--- src/rtl/bcd_score_converter.sv ---
// Sequential binary-to-BCD converter for score/length display paths.
// One shift-add-3 iteration per clock, valid/ready on both sides, saturates
// to all nines when the value does not fit in DIGITS decimal digits.
// Optional macro LEADING_ZERO_BLANK_EN: blank leading zero digits with 4'hF.
module bcd_score_converter #(
  parameter int unsigned BIN_WIDTH = 10,
  parameter int unsigned DIGITS    = 3
) (
  input  logic                   clk,
  input  logic                   rst_n,
  input  logic                   in_valid,
  output logic                   in_ready,
  input  logic [BIN_WIDTH-1:0]   bin_in,
  output logic                   out_valid,
  input  logic                   out_ready,
  output logic [4*DIGITS-1:0]    bcd_out,
  output logic                   overflow,
  output logic                   busy
);

  localparam int unsigned BCD_W = 4 * DIGITS;
  localparam int unsigned CNT_W = $clog2(BIN_WIDTH + 1);

  typedef enum logic [1:0] {
    S_IDLE  = 2'd0,
    S_SHIFT = 2'd1,
    S_DONE  = 2'd2
  } state_t;

  state_t               r_state,     w_state_nxt;
  logic [BIN_WIDTH-1:0] r_shift,     w_shift_nxt;
  logic [BCD_W-1:0]     r_digits,    w_digits_nxt;
  logic [CNT_W-1:0]     r_cnt,       w_cnt_nxt;
  logic                 r_ovf,       w_ovf_nxt;
  logic [BCD_W-1:0]     r_bcd,       w_bcd_nxt;
  logic                 r_ovf_out,   w_ovf_out_nxt;
  logic                 r_in_ready,  w_in_ready_nxt;
  logic                 r_out_valid, w_out_valid_nxt;
  logic                 r_busy,      w_busy_nxt;

  logic [BCD_W-1:0]     w_adj;
  logic [BCD_W-1:0]     w_digits_shl;
  logic                 w_ovf_iter;

  // Saturate on overflow, then optionally blank zeros above the top nonzero digit.
  function automatic logic [BCD_W-1:0] present(input logic [BCD_W-1:0] d,
                                               input logic             sat);
    logic [BCD_W-1:0] v;
`ifdef LEADING_ZERO_BLANK_EN
    logic lead;
`endif
    v = sat ? {DIGITS{4'h9}} : d;
`ifdef LEADING_ZERO_BLANK_EN
    lead = !sat;
    for (int i = int'(DIGITS) - 1; i >= 1; i--) begin
      if (lead && (v[4*i +: 4] == 4'h0)) v[4*i +: 4] = 4'hF;
      else                               lead        = 1'b0;
    end
`endif
    return v;
  endfunction

  // Add-3 correction on every digit that is 5 or more.
  always_comb begin
    w_adj = r_digits;
    for (int unsigned d = 0; d < DIGITS; d++) begin
      if (r_digits[4*d +: 4] >= 4'd5) w_adj[4*d +: 4] = r_digits[4*d +: 4] + 4'd3;
    end
  end

  assign w_digits_shl = {w_adj[BCD_W-2:0], r_shift[BIN_WIDTH-1]};
  assign w_ovf_iter   = r_ovf | w_adj[BCD_W-1];

  // Next-state and next-output decode.
  always_comb begin
    w_state_nxt     = r_state;
    w_shift_nxt     = r_shift;
    w_digits_nxt    = r_digits;
    w_cnt_nxt       = r_cnt;
    w_ovf_nxt       = r_ovf;
    w_bcd_nxt       = r_bcd;
    w_ovf_out_nxt   = r_ovf_out;
    w_in_ready_nxt  = r_in_ready;
    w_out_valid_nxt = r_out_valid;
    w_busy_nxt      = r_busy;
    case (r_state)
      S_IDLE: begin
        if (in_valid && r_in_ready) begin
          w_state_nxt    = S_SHIFT;
          w_shift_nxt    = bin_in;
          w_digits_nxt   = '0;
          w_ovf_nxt      = 1'b0;
          w_cnt_nxt      = CNT_W'(BIN_WIDTH);
          w_in_ready_nxt = 1'b0;
          w_busy_nxt     = 1'b1;
        end
      end
      S_SHIFT: begin
        w_digits_nxt = w_digits_shl;
        w_shift_nxt  = r_shift << 1;
        w_cnt_nxt    = r_cnt - CNT_W'(1);
        w_ovf_nxt    = w_ovf_iter;
        if (r_cnt == CNT_W'(1)) begin
          w_state_nxt     = S_DONE;
          w_out_valid_nxt = 1'b1;
          w_bcd_nxt       = present(w_digits_shl, w_ovf_iter);
          w_ovf_out_nxt   = w_ovf_iter;
        end
      end
      S_DONE: begin
        if (out_ready) begin
          w_state_nxt     = S_IDLE;
          w_out_valid_nxt = 1'b0;
          w_in_ready_nxt  = 1'b1;
          w_busy_nxt      = 1'b0;
        end
      end
      default: begin
        w_state_nxt     = S_IDLE;
        w_in_ready_nxt  = 1'b1;
        w_out_valid_nxt = 1'b0;
        w_busy_nxt      = 1'b0;
      end
    endcase
  end

  // State and datapath registers.
  always_ff @(posedge clk or negedge rst_n) begin
    if (!rst_n) begin
      r_state     <= S_IDLE;
      r_shift     <= '0;
      r_digits    <= '0;
      r_cnt       <= '0;
      r_ovf       <= 1'b0;
      r_bcd       <= '0;
      r_ovf_out   <= 1'b0;
      r_in_ready  <= 1'b1;
      r_out_valid <= 1'b0;
      r_busy      <= 1'b0;
    end else begin
      r_state     <= w_state_nxt;
      r_shift     <= w_shift_nxt;
      r_digits    <= w_digits_nxt;
      r_cnt       <= w_cnt_nxt;
      r_ovf       <= w_ovf_nxt;
      r_bcd       <= w_bcd_nxt;
      r_ovf_out   <= w_ovf_out_nxt;
      r_in_ready  <= w_in_ready_nxt;
      r_out_valid <= w_out_valid_nxt;
      r_busy      <= w_busy_nxt;
    end
  end

  assign in_ready  = r_in_ready;
  assign out_valid = r_out_valid;
  assign busy      = r_busy;
  assign bcd_out   = r_bcd;
  assign overflow  = r_ovf_out;

endmodule

--- config.mk ---
export PLATFORM = sky130hd
export DESIGN_NAME = bcd_score_converter
export DESIGN_NICKNAME = d
export VERILOG_FILES = /design/src/rtl/bcd_score_converter.sv
export SDC_FILE = /design/constraint.sdc
export NUM_CORES = 1
export LEC_CHECK = 0
export CORE_ASPECT_RATIO = 0.8
export CORE_MARGIN = 2
export CORE_UTILIZATION = 54
export CTS_CLUSTER_DIAMETER = 80
export CTS_CLUSTER_SIZE = 8
export DETAILED_ROUTE_END_ITERATION = 8
export PLACE_DENSITY = 0.79
export SYNTH_ARGS = -nofsm -noshare
export SYNTH_HDL_FRONTEND = slang
export SYNTH_SLANG_ARGS = --single-unit
--- constraint.sdc ---
create_clock -name clk -period 1.75 [get_ports clk]
set_input_delay 0.35 -clock clk [delete_from_list [all_inputs] [get_ports clk]]
set_output_delay 0.35 -clock clk [all_outputs]
set_load 0.02 [all_outputs]
# Word level (Yosys, flattened, before mapping)
# Cells that the tools add are included.
# totals
wordCells,57
reg_bits,45
out_inout_bits,16
# op_classes
addsub,4
n_reduce_logical,8
n_lt_le_gt_ge,3
bitwise,3
mux,23
eq_ne,6
# ops
op,n
$mux 12,2
$pmux 12 s2,1
$pmux 10 s2,1
$mux 4,4
$add 4x2->4 const B,3
$ge 4x3->1 const B,3
$mux 10,1
$pmux 1 s3,3
$reduce_and 3->1,3
$pmux 4 s2,1
$mux 2,3
$ne 2x2->1 const B,3
$pmux 2 s3,1
$mux 1,5
$eq 4x1->1 const B,1
$reduce_and 2->1,2
$sub 4x1->4 const B,1
$eq 2x1->1 const B,1
$eq 2x2->1 const B,1
$logic_not 2->1,1
$not 1->1,2
$pmux 1 s2,1
$reduce_bool 2->1,1
$logic_and 1x1->1,1
$or 1x1->1,1

# Longest topological paths before layout
# Gate-level depths: netlist (run 1).
# depth
ltp_word,4
mapped_depth,6
ltp_nobuf,6

# Least setup slack after synthesis (run 1)
# OpenSTA, ideal clock, no wires.
# synth_path
kind,reg-to-reg
from,reg r_digits[8]
to,reg r_bcd[11] (netlist: bcd_out[11])
required_time_ns,1.609
stages_incl_launch_ff,7
arrival_time_ns,1.425
setup_ns,0.141
period_less_slack_ns,1.565
n_path_buf,0
slack_ns,0.185
path_cell_list,dfrtp_1 > inv_1 > ha_1 > nand2b_1 > nor3b_4 > nor4_4 > a31oi_1
# synth_between
elab_chain_len,4
word_cells_on_any_way,5
# synth_rtl
item,line_no,text
start: declaration,32,"logic [BCD_W-1:0] r_digits, w_digits_nxt;"
start signal: assignment,143,r_digits <= w_digits_nxt;
$add 4x2->4 / $ge 4x3->1 (equally long branches),67,if (r_digits[4*d +: 4] >= 4'd5) w_adj[4*d +: 4] = r_digits[4*d +: 4] + 4'd3;
$mux 4 (*),67,
$or 1x1->1,72,assign w_ovf_iter = r_ovf | w_adj[BCD_W-1];
$mux 12 (*),52,v = sat ? {DIGITS{4'h9}} : d;
end signal: assignment,146,r_bcd <= w_bcd_nxt;
end: declaration,35,"logic [BCD_W-1:0] r_bcd, w_bcd_nxt;"
# Every way passes the cells marked *; elsewhere a longest branch is shown, timed or not.
# A chain may end at the register's enable or synchronous reset.

# Worst setup path after layout (run 1)
# layout_path
from,reg r_digits[8]
to,reg r_bcd[10] (netlist: bcd_out[10])
# The elaborated chain is that of the path after synthesis.

==> results of run 1 <==
through the flow:
step / cell area (µm²) / hold slack, ns
final: 2809 / 0.4900
after global placement: 2653 / 0.3039
after CTS: 2748 / 0.4940
after detailed placement: 2653 / 0.3104
after floorplan: 2203 / 0.05441
after global routing: 2809 / 0.5066
path summary, 6_finish.rpt:
| check | to | slack [ns] | cells past startpoint |
|---|---|---|---|
| setup / recovery | bcd_out[10]$_DFFE_PN0P_ | 0.09 | 6 |
| hold / removal | busy$_DFFE_PN0P_ | 0.49 | 1 |
| setup reg to reg | bcd_out[10]$_DFFE_PN0P_ | 0.09 | 6 |
| hold reg to reg | busy$_DFFE_PN0P_ | 0.49 | 1 |
| max in group asynchronous | r_digits[9]$_DFFE_PN0P_ | 0.60 | 3 |
| min in group asynchronous | bcd_out[2]$_DFFE_PN0P_ | 0.51 | 2 |
final cells by class:
class / instances / area, µm²
Sequential cell: 45 / 1127
Clock buffer: 7 / 86.33
Fill cell: 301 / 1045
Inverter: 12 / 45.04
Multi-Input combinational cell: 145 / 1017
Tap cell: 55 / 68.82
Timing Repair Buffer: 50 / 464.2
logic make-up (layout without fill, tap and decap cells):
group,after synthesis,in the layout,synth area share (%)
AO/OA/AOI/OAI,66,66,20.67
AND/OR/NAND/NOR,66,66,16.87
flip-flops,45,45,51.16
buffers and inverters,23,69,4.770
adder cells (fa/ha/maj),8,8,4.543
XOR/XNOR,5,5,1.987
cell usage in the layout, fill, tap and decap left out, types with 2 or more instances in the layout:
cell             synthesis  final
nor4_4                   2      2
nor2_1                  22     22
buf_6                    1      2
nor3_1                   2      2
nand2b_1                 5      3
o31ai_1                  3      3
buf_4                    1     17
a31oi_1                  9      8
o21ai_0                  9      9
clkbuf_8                 0      6
a211oi_1                 6      4
inv_1                   12     10
o22ai_1                  3      3
a21oi_1                 13     13
inv_2                    0      2
a21o_1                   5      5
a32o_1                   5      5
a22o_1                   7      7
nor3b_1                  4      4
xnor2_1                  4      4
clkdlybuf4s50_1          0     27
a211oi_2                 0      2
dfrtp_1                 44     44
a21o_2                   2      2
ha_1                     8      6
nand2_1                 21     20
flip-flops by register name (all words and copies together) (netlist names), 2 cells and up:
name      flops
r_shift      10
bcd_out      12
r_cnt         4
r_digits     12
r_state       2
layer usage:
| layer | part of all wire [%] | routed length (µm) | up-vias |
|---|---|---|---|
| li1 | - | - | 844 |
| met1 | 48 | 2159 | 888 |
| met2 | 47 | 2141 | 34 |
| met3 | 3.7 | 169 | 8 |
| met4 | 1.6 | 74 | 0 |
| met5 | 0 | 0 | - |
power breakdown:
part           total [µW]  internal [µW]  switching [µW]
Combinational        2580           1250            1320
Sequential           1900           1510             396
Clock                 642            313             329
Total                5120           3070            2050
what timing repair did:
action,4_1_cts,5_1_grt
gates cloned,0,0
resized for setup,1,14
pin swaps,0,2
hold buffers,1,0
buffers inserted,0,1
endpoints found under the hold margin,16,0
setup endpoints to repair,1,12
==> results_dict.tcl, run 1 <==
set metrics [dict create \
    status "finished, final reports clean" \
    wl_per_cell_um 14.47 \
    clock.fmax_ghz 0.6015 \
    drtAntennaViolNets 0 \
    totalNegativeSetupSlack_ns 0 \
    die_area_um2 4611 \
    grt_overflow 0 \
    drc 0 \
    drv_slew 0 \
    path_class "register to register" \
    ys.flop_type "dfrtp_1" \
    grt-busiest-layer "met2" \
    drt-initial-drc-count 91 \
    worstReg2RegStart "r_digits[8]$_DFFE_PN0P_" \
    cpLargestDelayFamily "compound AO/OA/AOI/OAI gates" \
    num_antenna_cells 0 \
    hold_viol_final 0 \
    async_flop_share_pct 100.0 \
    ys_ff_latch 45 \
    hold_start "busy$_DFFE_PN0P_" \
    skew_ns 0.003820 \
    relSlewSlack_pct 71.35 \
    power_leakage_uw 0.001235 \
    path_max_fanout 3 \
    synthCells 213 \
    grt_pass1_wl_um 7569 \
    yosysTopAreaCellShare_pct 49.97 \
    cp_data_arrival_time_ns 1.90 \
    cts_sinks 45 \
    die_h_um 61.14 \
    slowest_stage "dfrtp_1" \
    yosys.area.top_type "dfrtp_1" \
    clk_pin_slew_ns 0.07 \
    synth_cell_type_count 40 \
    gp_congestion 0.8570 \
    vias 1774 \
    path_cells "ha_2 > nand2b_4 > buf_4 > a21o_2 > a211oi_1 > a22o_1" \
    grt_max_degree 23 \
    start_util_pct 57.18 \
    place_ws_ns -0.0002666 \
    peakVddDrop_v 0.001159 \
    syn_area_per_cell_um2 10.34 \
    wirelength_um 4543 \
    gr-usage-met1_pct 28.69 \
    clk_latency_ns 0.30 \
    synth_area_leaders "dfrtp_1 (50%), ha_1 (4.5%), nor2_1 (3.7%)" \
    track_usage_pct 22.77 \
    synth_edf_count 0 \
    end_kind "register" \
    ys_seq_area_share_pct 51.16 \
    syn_area_um2 2203 \
    io_pins 30 \
    ys_top_cells_by_count "dfrtp_1 (44), nor2_1 (22), nand2_1 (21)" \
    cts_root_buf "clkbuf_8" \
    utilization_pct 72.89 \
    min_period_ns 1.663 \
    final_cells 314 \
    core_area_um2 3854 \
    min_period_over_period_pct 95.01 \
    gr-usage-met2_pct 37.52 \
    path_buf_inv 1 \
    antenna_found_initial 0 \
    rsz0062_at_grt "no" \
    drive_gt1_share_pct 19.69 \
    cp-startpoint "r_digits[8]$_DFFE_PN0P_" \
    die_w_um 75.42 \
    cts_buffer_depth 2 \
    numPortBuffers 29 \
    vias_per_cell 5.650 \
    cp_slowest_stage_delay_ns 0.43 \
    cellPowerDensity_nw_per_um2 1823 \
    yosysWarnings 0 \
    cts_tree "done" \
    finalSetupViolCount 0 \
    place_inst 305 \
    start_kind "register" \
    p_total_uw 5121 \
    hold_path_class "register to register" \
    setup_ws_ns 0.08737 \
    grt_pass1_vias 1688 \
    dr.pass1.iters 5 \
    worstPathRequired_ns 1.99 \
    tightestPinTransition_ns 0.4297 \
    hpwlAfterDp_um 3297 \
    synth_most_common_cell "dfrtp_1" \
    syn2layout_area_growth_pct 27.48 \
    maxCapViolations 0 \
    finalNetCount 281 \
    numCtsBuffers 5 \
    synth_fp_nets 235 \
    h-tree-depth 2 \
    use_met3_pct 6.547 \
    rows 20 \
]
Note: power is estimated with default switching activity, not from simulation.
==> run 2, diff against run 1 <==
- CAP_MARGIN: unset -> 10
- PLACE_DENSITY: 0.79 -> unset
- PLACE_DENSITY_LB_ADDON: unset -> 0.08
==> run 2 against run 1 <==
Maximum frequency down 1.0%. Register-to-register slack worse by 0.02 ns. Sequential share of layout area about the same. Non-clock buffer count down 3. Sequential power about the same. Final cell count down 0.64%. First-iteration DRC count up 100%. Routed wire length up 10%. Via count up 1.7%. Flip-flop and latch count unchanged. Setup slack worse by 0.017 ns. Critical path depth unchanged. Critical endpoint is now bcd_out[11]$_DFFE_PN0P_. Largest power group unchanged.
==> results_dict.tcl, run 2 (same netlist as run 1, synthesis figures left out) <==
set metrics [dict create \
    die_area_um2 4611 \
    pwr-share-seq_pct 35.0 \
    cts_buffer_depth 2 \
    path_max_fanout 7 \
    drive_gt1_share_pct 18.68 \
    start_kind "register" \
    drv_slew 0 \
    finalNetCount 278 \
    antenna_found_initial 0 \
    skew_ns 0.009209 \
    start_util_pct 57.18 \
    tightestPinTransition_ns 0.3393 \
    clk_latency_ns 0.30 \
    rsz0062_at_grt "yes" \
    cts_root_buf "clkbuf_8" \
    grt_pass1_wl_um 8383 \
    drc 0 \
    track_usage_pct 24.73 \
    r2r_cells 6 \
    h-tree-depth 2 \
    min_period_over_period_pct 95.98 \
    drt-initial-drc-count 184 \
    path_class "register to register" \
    num_antenna_cells 0 \
    stdcell_area_um2 2810 \
    grt_overflow 0 \
    clock.fmax_ghz 0.5954 \
    min_period_ns 1.680 \
    drtAntennaViolNets 0 \
    wl_per_cell_um 16.08 \
    place_area_um2 2630 \
    cellPowerDensity_nw_per_um2 1942 \
    cts_sinks 45 \
    worstPathRequired_ns 1.97 \
    status "finished, final reports clean" \
    vias 1805 \
    peakVddDrop_v 0.001058 \
    grt_pass1_vias 1800 \
    grt_max_degree 21 \
    p_int_uw 3311 \
    hold_viol_final 0 \
    die_h_um 61.14 \
    totalNegativeSetupSlack_ns 0 \
    finalSetupViolCount 0 \
    die_w_um 75.42 \
    syn2layout_area_growth_pct 27.54 \
    p_clk_share_pct 16.9 \
    utilization_pct 72.92 \
    cts_tree "done" \
    cp_data_arrival_time_ns 1.90 \
    vias_per_cell 5.785 \
    p_total_uw 5457 \
    clk_pin_slew_ns 0.09 \
    power_leakage_uw 0.001236 \
    gp_congestion 0.8223 \
    wirelength_um 5018 \
    rows 20 \
    numCtsBuffers 5 \
    cpLargestDelayFamily "simple AND/OR/NAND/NOR gates" \
    hpwlAfterDp_um 3641 \
    core_area_um2 3854 \
    path_buf_inv 1 \
    dr.pass1.iters 5 \
    hold_path_class "primary input to async pin" \
    relSlewSlack_pct 77.36 \
    numPortBuffers 29 \
    nFillCells 290 \
    final_common_cell "dfrtp_1" \
    switching_share_pct 39.34 \
    maxCapViolations 0 \
    io_pins 30 \
    cp_slowest_stage_delay_ns 0.43 \
    path_cells "inv_1 > ha_1 > or3b_1 > nor2_2 > nor2_1 > a31oi_1" \
    end_kind "register" \
    combinationalPowerShare_pct 48.1 \
    switching_power_uw 2147 \
    layout_common_cells "dfrtp_1 (44), clkdlybuf4s50_1 (27), nor2_1 (22)" \
    cp.depth 6 \
    slowest_stage "or3b_1" \
]
==> run 2: cell count changes in the layout (fill, tap and decap cells not counted), sizes merged <==
cell and change:
clkinv +1, buf -3, clkbuf -2, bufinv +2
==> run 2: routing by layer <==
| metal | vias up | track usage (%) | part of all wire [%] |
|---|---|---|---|
| met2 | 61 | 40.99 | 50 |
| met3 | 7 | 7.038 | 4.9 |
| li1 | 841 | - | - |
| met1 | 896 | 31.92 | 44 |
| met5 | - | 0 | 0 |
| met4 | 0 | 7.519 | 1.3 |
==> run 2: what timing repair did <==
item / in CTS / in global routing
hold buffers: 1 / 0
setup endpoints to repair: 2 / 8
gates resized for setup: 3 / 7
endpoints found under the hold margin: 10 / 0
buffers inserted: 0 / 1
==> run 2: layout make-up <==
cell class	instances	area (µm²)	area share [%]
clock buffers	5	68.82	2.449
clock inverters	3	65.06	2.315
inverters	12	45.04	1.603
multi-input cells	145	1001	35.62
flip-flops and latches	45	1127	40.12
well taps	55	68.82	2.449
repair buffers	47	434.2	15.45
==> run 2: final timing paths <==
kind                                      start                       to  slack (ns)
min reg2reg                    busy$_DFFE_PN0P_         busy$_DFFE_PN0P_        0.49
min                                       rst_n   bcd_out[1]$_DFFE_PN0P_        0.45
max in group asynchronous                 rst_n   r_shift[0]$_DFFE_PN0P_        0.76
min in group clk               busy$_DFFE_PN0P_         busy$_DFFE_PN0P_        0.49
max reg2reg                r_cnt[1]$_DFFE_PN0P_  bcd_out[11]$_DFFE_PN0P_        0.07
max                        r_cnt[1]$_DFFE_PN0P_  bcd_out[11]$_DFFE_PN0P_        0.07
==> run 2: through the flow <==
step / hold slack (ns) / worst slack [ns] / instances
6_report: 0.4537 / 0.07040 / 312
5_1_grt: 0.4740 / -0.03666 / 312
4_1_cts: 0.4566 / 0.004765 / 311
3_5_place_dp: 0.2442 / -0.02018 / 302
3_3_place_gp: 0.2343 / 0.02359 / 302
2_1_floorplan: 0.05441 / 0.1848 / 213
==> run 2: power by group through the flow <==
stage / clock network (µW) / registers, µW / logic, µW
2_1_floorplan: 0 / 1990 / 1470
3_3_place_gp: 0 / 1870 / 2370
3_5_place_dp: 0 / 1910 / 2490
4_1_cts: 941 / 1890 / 2560
5_1_grt: 994 / 1970 / 2850
6_report: 925 / 1910 / 2620
==> run 2: worst register-to-register path: cells and delay by family (launching register included) <==
| family | cells | cell delay [ns] |
|---|---|---|
| flip-flops | 1 | 0.38 |
| AND/OR/NAND/NOR | 3 | 0.82 |
| AO/OA/AOI/OAI | 1 | 0.15 |
| buffers and inverters | 1 | 0.10 |
| adder cells (fa/ha/maj) | 1 | 0.16 |
==> run 3, diff against run 2 <==
--- a/config.mk
+++ b/config.mk
@@ -9,9 +9,11 @@
 export CORE_ASPECT_RATIO = 0.8
 export CORE_MARGIN = 2
-export CORE_UTILIZATION = 54
+export CORE_UTILIZATION = 55
 export CTS_CLUSTER_DIAMETER = 80
 export CTS_CLUSTER_SIZE = 8
 export DETAILED_ROUTE_END_ITERATION = 8
+export DONT_BUFFER_PORTS = 1
 export PLACE_DENSITY_LB_ADDON = 0.08
+export SETUP_SLACK_MARGIN = 0.4
 export SYNTH_ARGS = -nofsm -noshare
 export SYNTH_HDL_FRONTEND = slang
==> constraint.sdc (replaced) <==
create_clock -name clk -period 1.75 [get_ports clk]
set_input_delay 0.525 -clock clk [delete_from_list [all_inputs] [get_ports clk]]
set_output_delay 0.525 -clock clk [all_outputs]
set_load 0.02 [all_outputs]
==> run 3 against run 2 <==
The flow now finishes with violations (hold timing). Routed wire length grew 4.5%. First-iteration DRC count shrank 16%. Global-route usage shrank 0.31 points. Via count shrank 0.89%. Flip-flop and latch count is the same. Setup slack gained 0.067 ns. Sequential share of layout area shrank 1.5 points. Core utilization grew 3.5 points. Sequential power grew 13%. Register-to-register slack gained 0.07 ns. Critical path type unchanged. Critical endpoint is now bcd_out[9]$_DFFE_PN0P_. Highest routed layer unchanged.
==> results_dict.tcl, run 3 (same netlist as run 1, synthesis figures left out) <==
set metrics [dict create \
    wl_per_cell_um 17.02 \
    peakVddDrop_v 0.001135 \
    utilization_pct 76.47 \
    power_leakage_uw 0.001272 \
    num_antenna_cells 0 \
    cts_tree "done" \
    cellPowerDensity_nw_per_um2 1965 \
    stdcell_area_um2 2928 \
    tightestPinTransition_ns 0.3479 \
    vias 1789 \
    path_cells "inv_2 > ha_4 > or3b_4 > nor4_4 > buf_4 > a32o_1" \
    cts_buffer_depth 2 \
    gp_congestion 0.7788 \
    final_common_cell "dfrtp_1" \
    drtAntennaViolNets 0 \
    rsz0062_at_grt "yes" \
    grt_pass1_wl_um 8128 \
    drt-initial-drc-count 154 \
    cts_sinks 45 \
    track_usage_pct 24.42 \
    status "finished, violations left" \
    numCtsBuffers 5 \
    holdWs_ns -0.08968 \
    hold_viol_final 44 \
    multi_input_area_um2 1231 \
    totalNegativeSetupSlack_ns 0 \
    worstPathRequired_ns 1.99 \
    drive_gt1_share_pct 41.90 \
    clk_pin_slew_ns 0.08 \
    cp_data_arrival_time_ns 1.85 \
    skew_ns 0.009158 \
    syn2layout_area_growth_pct 32.88 \
    violations "hold timing" \
    core_area_um2 3829 \
    hold_path_class "primary input to async pin" \
    antenna_found_initial 0 \
    end_kind "register" \
    drv_slew 0 \
    vias_per_cell 5.808 \
    grt_pass1_vias 1674 \
    relSlewSlack_pct 76.81 \
    cp_slowest_stage_delay_ns 0.40 \
    p_total_uw 5754 \
    min_period_over_period_pct 92.12 \
    die_h_um 60.61 \
    finalNetCount 274 \
    layout_common_cells "dfrtp_1 (42), buf_4 (27), nor2_1 (21)" \
    start_util_pct 57.55 \
    path_max_fanout 6 \
    maxCapViolations 0 \
    cts_root_buf "clkbuf_8" \
    grt_max_degree 46 \
    start_kind "register" \
    nFillCells 262 \
    rows 20 \
    finalSetupViolCount 0 \
    slowest_stage "or3b_4" \
    grt_overflow 0 \
    place_area_um2 2409 \
    numPortBuffers 0 \
    die_w_um 74.77 \
    drc 0 \
    hpwlAfterDp_um 3185 \
    path_class "register to register" \
    seq_area_um2 1130 \
    die_area_um2 4532 \
    wirelength_um 5242 \
    clk_latency_ns 0.30 \
    dr.pass1.iters 4 \
    h-tree-depth 2 \
    io_pins 30 \
    min_period_ns 1.612 \
    clock.fmax_ghz 0.6203 \
]
[run 3: cell types whose count changed in the layout (fill, tap and decap cells not counted), moves of 3 or more]
| cell | before | now |
|---|---|---|
| a211oi_1 | 3 | 0 |
| nand2b_4 | 1 | 4 |
| o21ai_1 | 0 | 3 |
| buf_6 | 0 | 13 |
| clkdlybuf4s50_1 | 27 | 0 |
| inv_2 | 2 | 6 |
| ha_1 | 6 | 1 |
| inv_1 | 10 | 5 |
| o21ai_0 | 9 | 4 |
| xnor2_1 | 4 | 1 |
| ha_4 | 0 | 7 |
| a21oi_1 | 13 | 10 |
| buf_4 | 16 | 27 |
[run 3: path summary, 6_finish.rpt]
kind	startpoint	endpoint	slack, ns	cells past startpoint
worst min-delay path	rst_n	bcd_out[3]$_DFFE_PN0P_	-0.09	0
max in group asynchronous	rst_n	in_ready$_DFFE_PN1P_	1.66	0
worst max-delay path	r_cnt[1]$_DFFE_PN0P_	bcd_out[9]$_DFFE_PN0P_	0.14	6
min in group clk	out_ready	r_state[1]$_DFFE_PN0P_	0.30	1
worst min register to register	r_shift[8]$_DFFE_PN0P_	r_shift[9]$_DFFE_PN0P_	0.52	2
worst max register to register	r_cnt[1]$_DFFE_PN0P_	bcd_out[9]$_DFFE_PN0P_	0.14	6
[run 3: cell type report]
class,count,share of cell area (%)
clock inverters,1,0.2564
inverters,12,1.624
flip-flops and latches,45,38.59
multi-input cells,145,42.05
well taps,55,2.350
repair buffers,43,12.52
clock buffers,7,2.607
[run 3: metal layers]
layer	track usage, %	routed length (µm)	vias up
met3	5.980	262	12
met5	0	0	-
met4	7.398	93	0
met1	31.53	2170	901
li1	-	-	830
met2	41.34	2715	46
[run 3: critical path: cells and delay by family, from the launching register on]
family / cells / cell delay (ns)
buffers and inverters: 2 / 0.27
and+or+nand+nor: 2 / 0.61
adders and majority gates: 1 / 0.12
DFF: 1 / 0.39
AOI/OAI and AO/OA: 1 / 0.17
[run 3: what timing repair did]
item / 4_1_cts / 5_1_grt
cloned: 1 / 3
pin swaps: 14 / 15
gates resized for setup: 20 / 30
endpoints found under the setup margin: 33 / 37
endpoints found under the hold margin: 44 / 44
buffers inserted: 17 / 12
[run 3: report_power, final]
group | internal (µW) | switching, µW
Clock | 283 | 339
Combinational | 1550 | 1410
Sequential | 1510 | 656
[run 3: per-stage QoR]
step	setup slack (ns)	std cells
6_report	0.1378	308
5_1_grt	0.03706	308
4_1_cts	0.1723	293
3_5_place_dp	0.06331	267
3_3_place_gp	0.1331	267
2_1_floorplan	0.2564	213
